### src/rtl/tx_control_if.sv
// Signal bundle between the result/rx-control side, tx_control and uart_tx.
// tx_control connects through the master modport; the environment uses slave.
interface tx_control_if #(
   parameter int RESULT_WIDTH = 16
);
   // Handshake: tx_trigger is a one-cycle request, accepted only while busy=0.
   // tx_start is a one-cycle strobe issued only while tx_busy=0; uart_tx
   // acknowledges by raising tx_busy, and the frame is complete when it falls.
   logic                    tx_trigger;
   logic [RESULT_WIDTH-1:0] result;
   logic                    tx_busy;
   logic                    tx_start;
   logic [7:0]              tx_data;
   logic                    busy;
   logic                    done;
   logic                    overrun;
   logic [2:0]              state_dbg;

   modport master (
      input  tx_trigger, result, tx_busy,
      output tx_start, tx_data, busy, done, overrun, state_dbg
   );

   modport slave (
      output tx_trigger, result, tx_busy,
      input  tx_start, tx_data, busy, done, overrun, state_dbg
   );
endinterface

### src/rtl/tx_control.sv
// Transmit sequencer: snapshots the ALU result and sends it LSB-first to uart_tx.
// Optional macro TX_CHECKSUM_EN appends an XOR checksum byte after the result.
module tx_control #(
   parameter int RESULT_WIDTH = 16,
   parameter int ACK_TIMEOUT  = 15
) (
   input  logic          clk,
   input  logic          reset,
   tx_control_if.master  bus
);
   localparam int NBYTES = RESULT_WIDTH / 8;
   localparam int CW     = $clog2(NBYTES + 1);
`ifdef TX_CHECKSUM_EN
   localparam int LAST_IDX = NBYTES;
`else
   localparam int LAST_IDX = NBYTES - 1;
`endif

   typedef enum logic [2:0] {
      S_IDLE      = 3'd0,
      S_SEND      = 3'd1,
      S_WAIT_ACK  = 3'd2,
      S_WAIT_DONE = 3'd3,
      S_DONE      = 3'd4
   } state_t;

   state_t                  state;
   state_t                  state_next;
   logic [CW-1:0]           byte_cnt;
   logic [RESULT_WIDTH-1:0] snapshot;
   logic [7:0]              ack_timer;
   logic [7:0]              cur_byte;
   logic                    overrun_q;
   logic                    tx_start_c;
   logic                    timeout_hit;
   logic                    last_byte;

   assign timeout_hit = (ack_timer == 8'(ACK_TIMEOUT - 1));
   assign last_byte   = (byte_cnt == CW'(LAST_IDX));

   always_ff @(posedge clk) begin
      if (reset) begin
         state <= S_IDLE;
      end else begin
         state <= state_next;
      end
   end

   always_comb begin
      state_next = state;
      tx_start_c = 1'b0;
      case (state)
         S_IDLE: begin
            if (bus.tx_trigger) state_next = S_SEND;
         end
         S_SEND: begin
            // Holding here while tx_busy is high lets a previous frame drain.
            if (!bus.tx_busy) begin
               tx_start_c = 1'b1;
               state_next = S_WAIT_ACK;
            end
         end
         S_WAIT_ACK: begin
            if (bus.tx_busy)      state_next = S_WAIT_DONE;
            else if (timeout_hit) state_next = S_SEND;
         end
         S_WAIT_DONE: begin
            if (!bus.tx_busy) state_next = last_byte ? S_DONE : S_SEND;
         end
         S_DONE: begin
            state_next = S_IDLE;
         end
         default: begin
            state_next = S_IDLE;
         end
      endcase
   end

   always_ff @(posedge clk) begin
      if (reset) begin
         byte_cnt  <= '0;
         snapshot  <= '0;
         ack_timer <= '0;
         overrun_q <= 1'b0;
      end else begin
         if (bus.tx_trigger) begin
            if (state == S_IDLE) begin
               snapshot <= bus.result;
               byte_cnt <= '0;
            end else begin
               overrun_q <= 1'b1;
            end
         end
         if (state == S_SEND && !bus.tx_busy) begin
            ack_timer <= '0;
         end
         if (state == S_WAIT_ACK && !bus.tx_busy && !timeout_hit) begin
            ack_timer <= ack_timer + 8'd1;
         end
         if (state == S_WAIT_DONE && !bus.tx_busy && !last_byte) begin
            byte_cnt <= byte_cnt + CW'(1);
         end
      end
   end

`ifdef TX_CHECKSUM_EN
   logic [7:0] checksum;

   always_comb begin
      checksum = '0;
      for (int i = 0; i < NBYTES; i++) begin
         checksum = checksum ^ snapshot[8*i +: 8];
      end
   end
`endif

   // Constant-index mux keeps the byte select in range for any RESULT_WIDTH.
   always_comb begin
      cur_byte = '0;
      for (int i = 0; i < NBYTES; i++) begin
         if (byte_cnt == CW'(i)) cur_byte = snapshot[8*i +: 8];
      end
`ifdef TX_CHECKSUM_EN
      if (byte_cnt == CW'(NBYTES)) cur_byte = checksum;
`endif
   end

   assign bus.tx_start  = tx_start_c;
   assign bus.tx_data   = (state == S_SEND || state == S_WAIT_ACK || state == S_WAIT_DONE)
                          ? cur_byte : 8'h00;
   assign bus.busy      = (state != S_IDLE);
   assign bus.done      = (state == S_DONE);
   assign bus.overrun   = overrun_q;
   assign bus.state_dbg = state;
endmodule

### src/flat_wrapper.sv
// flat-port wrapper written by rule: the top's interface ports become plain ports
module tx_control_flat 
#(
   parameter int RESULT_WIDTH = 16,
   parameter int ACK_TIMEOUT  = 15
)
  (clk, reset, bus_tx_trigger, bus_result, bus_tx_busy, bus_tx_start, bus_tx_data, bus_busy, bus_done, bus_overrun, bus_state_dbg);
  tx_control_if #(.RESULT_WIDTH(RESULT_WIDTH)) bus_i ();
  input  logic clk;
  input  logic reset;
  input wire logic [$bits(bus_i.tx_trigger)-1:0] bus_tx_trigger;
  input wire logic [$bits(bus_i.result)-1:0] bus_result;
  input wire logic [$bits(bus_i.tx_busy)-1:0] bus_tx_busy;
  output wire logic [$bits(bus_i.tx_start)-1:0] bus_tx_start;
  output wire logic [$bits(bus_i.tx_data)-1:0] bus_tx_data;
  output wire logic [$bits(bus_i.busy)-1:0] bus_busy;
  output wire logic [$bits(bus_i.done)-1:0] bus_done;
  output wire logic [$bits(bus_i.overrun)-1:0] bus_overrun;
  output wire logic [$bits(bus_i.state_dbg)-1:0] bus_state_dbg;
  assign bus_i.tx_trigger = bus_tx_trigger;
  assign bus_i.result = bus_result;
  assign bus_i.tx_busy = bus_tx_busy;
  assign bus_tx_start = bus_i.tx_start;
  assign bus_tx_data = bus_i.tx_data;
  assign bus_busy = bus_i.busy;
  assign bus_done = bus_i.done;
  assign bus_overrun = bus_i.overrun;
  assign bus_state_dbg = bus_i.state_dbg;
  tx_control #(.RESULT_WIDTH(RESULT_WIDTH), .ACK_TIMEOUT(ACK_TIMEOUT)) u_core (.clk(clk), .reset(reset), .bus(bus_i));
endmodule
### config.mk
export PLATFORM = sky130hd
export DESIGN_NAME = tx_control_flat
export DESIGN_NICKNAME = d
export VERILOG_FILES = /design/src/rtl/tx_control_if.sv /design/src/rtl/tx_control.sv /design/src/flat_wrapper.sv
export SDC_FILE = /design/constraint.sdc
export NUM_CORES = 1
export LEC_CHECK = 0
export ABC_AREA = 1
export BUFFER_PORTS_ARGS = -buffer_cell sky130_fd_sc_hd__buf_2
export CAP_MARGIN = 25
export CORE_MARGIN = 8
export CORE_UTILIZATION = 50
export CTS_CLUSTER_SIZE = 10
export DETAILED_ROUTE_END_ITERATION = 12
export GPL_ROUTABILITY_DRIVEN = 0
export PLACE_DENSITY = 0.75
export REMOVE_ABC_BUFFERS = 1
export SKIP_CTS_REPAIR_TIMING = 1
export SYNTH_ARGS = -nofsm -noshare
export SYNTH_HDL_FRONTEND = slang
export SYNTH_SLANG_ARGS = --single-unit
### constraint.sdc
create_clock -name clk -period 1.9 [get_ports clk]
set_clock_uncertainty 0.1 [all_clocks]
set_input_delay 0.38 -clock clk [delete_from_list [all_inputs] [get_ports clk]]
set_output_delay 0.38 -clock clk [all_outputs]
set_load 0.03 [all_outputs]
==> metrics.cfg <==
[setup_path]
cp.arrival_ps=1520
worst_setup_path_start_kind=flop
critPathKind=flop to output port
path_cells=inv_4, ha_4, buf_8, a21oi_1, a211oi_2, buf_4
crit_fanout=7
critPathSlowestCell=dfxtp_2
required_ps=1420
critPathBufInv=3
endpoint_kind=output port
max_stage_delay_ps=350
cpLargestDelayFamily=buffers and inverters

[synth]
synthDominantCellAreaShare=0.386
syn_inst=225
syn_avg_cell_area_um2=6.92
yosysUniqueCellTypes=27
synthTopCellsByCount=a21oi_1, inv_1, nand2_1, dfxtp_1, nand3_1
synth.area.top_cells=dfxtp_1, a21oi_1, inv_1
syn_area_um2=1560
synth_top_flop_cell=dfxtp_1
async_flop_share=0
yosys_warnings=0
ys_seq_area_frac=0.386
yosysTopAreaCell=dfxtp_1
ys_ff_latch=30
synth-edff-count=0

[die]
row_count=20
chipHeight_um=71.8
initial_core_util=0.519
core_um2=3000
die_x_um=71.8
io_pins=35
dieArea_um2=5160

[outcome]
violations=setup timing
status=finished with violations

[clock_network]
tritoncts=built
clk_latency_ps=340
cts_max_level=2
clkTransAtPathRegs_ps=110
root_buffer=clkbuf_4
cts_made_buffers=5
cts_buffer_depth=2
cts.sinks=30

[power_and_ir_drop]
power.leakage_nw=0.889
power_density_nw_per_um2=1200
vdd_ir_drop_max_mv=0.904

[sta]
max_freq_mhz=501
setup_viol=8
final.min_clock_period_ps=2000
finalMaxSlewViolations=0
fin_ws_ps=-96.6
finalSetupTns_ps=-478
finalCritPeriodShare=1.05
relSlewSlack=0.806
worst_slew_pin_slew_ps=291
rsz0062_at_grt=true
hold_viol_final=0

[global_route]
antenna_found_initial=0
grt_pass1_vias=1363
grt_pass1_wl_um=6010
overflow=0
grt_max_degree=35
grt.total_usage=0.145

[route]
drtPass1Iterations=4
viasPerCell=5.18
drc_errors=0
ant_nets=0
wl_um=3850
wl_per_cell_um=12.6
drt-initial-drc-count=105
vias=1579

[place]
portBuffers=34
dp_hpwl_um=2620
dpl.cell_count=291

[final_layout]
layout.cells.non_filler=305
diodes=0
nFillCells=268
area_growth_pct=31.9
drive_gt1_frac=0.338
finalCoreUtilization=0.684
fin_nets=295

[flow_run]
drv_cap=0

[hold_path]
hp-class=primary input to flop

## path summary, 6_finish.rpt
| check | startpoint | to | cells after the start | slack, ps |
|---|---|---|---|---|
| worst min-delay path | bus_result[3] | u_core.snapshot[3]$_SDFFE_PP0P_ | 3 | 190 |
| worst max-delay path | u_core.byte_cnt[1]$_SDFFE_PP0P_ | bus_tx_data[4] | 6 | -100 |
| worst max register to register | u_core.byte_cnt[1]$_SDFFE_PP0P_ | u_core.byte_cnt[0]$_SDFFE_PP0P_ | 9 | 300 |
| worst min register to register | u_core.snapshot[1]$_SDFFE_PP0P_ | u_core.snapshot[1]$_SDFFE_PP0P_ | 2 | 360 |
## layout make-up
type,count,area [um^2],share of cell area
Multi-Input combinational cell,148,873,0.425
Sequential cell,30,608,0.296
Tap cell,33,41.3,0.0201
Inverter,37,144,0.0700
Timing Repair Buffer,49,324,0.158
Clock buffer,6,51.3,0.0250
Clock inverter,2,12.5,0.00609
## state kept, by name (all words and copies together), names as in the netlist
name,count
u_core.bus.overrun,1
u_core.byte_cnt,2
u_core.ack_timer,8
u_core.snapshot,16
u_core.bus.state_dbg,3
## per-layer routing
| metal | global-route usage | vias to the layer above | part of all wire |
|---|---|---|---|
| li1 | - | 830 | - |
| met1 | 0.181 | 701 | 0.47 |
| met2 | 0.221 | 40 | 0.47 |
| met3 | 0.0446 | 8 | 0.043 |
| met4 | 0.0680 | 0 | 0.018 |
| met5 | 0 | - | 0 |
## placed cells by master (no fill, tap or decap), types with 3 or more instances in the layout
master / instances
buf_2: 25
a21oi_2: 6
nand3_1: 20
clkbuf_4: 5
o21ai_1: 6
dfxtp_2: 3
inv_2: 3
a211oi_2: 8
buf_6: 3
nor2_1: 16
nor2_2: 3
o21ai_0: 13
inv_1: 31
nand2_1: 32
dfxtp_1: 26
a21oi_1: 28
buf_4: 20
## where the power goes
part / leakage [nW] / internal (W) / switching (W)
Sequential: 0.248 / 0.000763 / 0.0000704
Clock: 0.0343 / 0.000178 / 0.000239
Combinational: 0.606 / 0.000439 / 0.000780
## worst reg2reg max path, cell delays in order, from the launching register on
cell and delay [ps]:
dfxtp_2 350, inv_4 70, ha_4 190, buf_8 150, buf_4 110, inv_1 40
nand3_1 120, clkinv_1 110, o21ai_0 190, nor2_1 60
## through the flow
step / hold WS (ps) / setup WS, ps / instance area, um^2 / power (W)
floorplan: 326 / -242 / 1510 / 0.00154
global placement: 334 / 58.6 / 1790 / 0.00183
detailed placement: 338 / 20.5 / 1790 / 0.00185
CTS: 192 / -364 / 1850 / 0.00226
global route: 202 / -161 / 2050 / 0.00263
finish: 193 / -96.6 / 2050 / 0.00247
## cell families after synthesis
family / Yosys count / share of synthesized area
buf+inv: 47 / 0.119
fa+ha+maj: 4 / 0.0321
simple gates: 81 / 0.244
compound gates: 62 / 0.214
xor+xnor: 1 / 0.00562
flops: 30 / 0.386
Power figures use the tool's default switching activity.
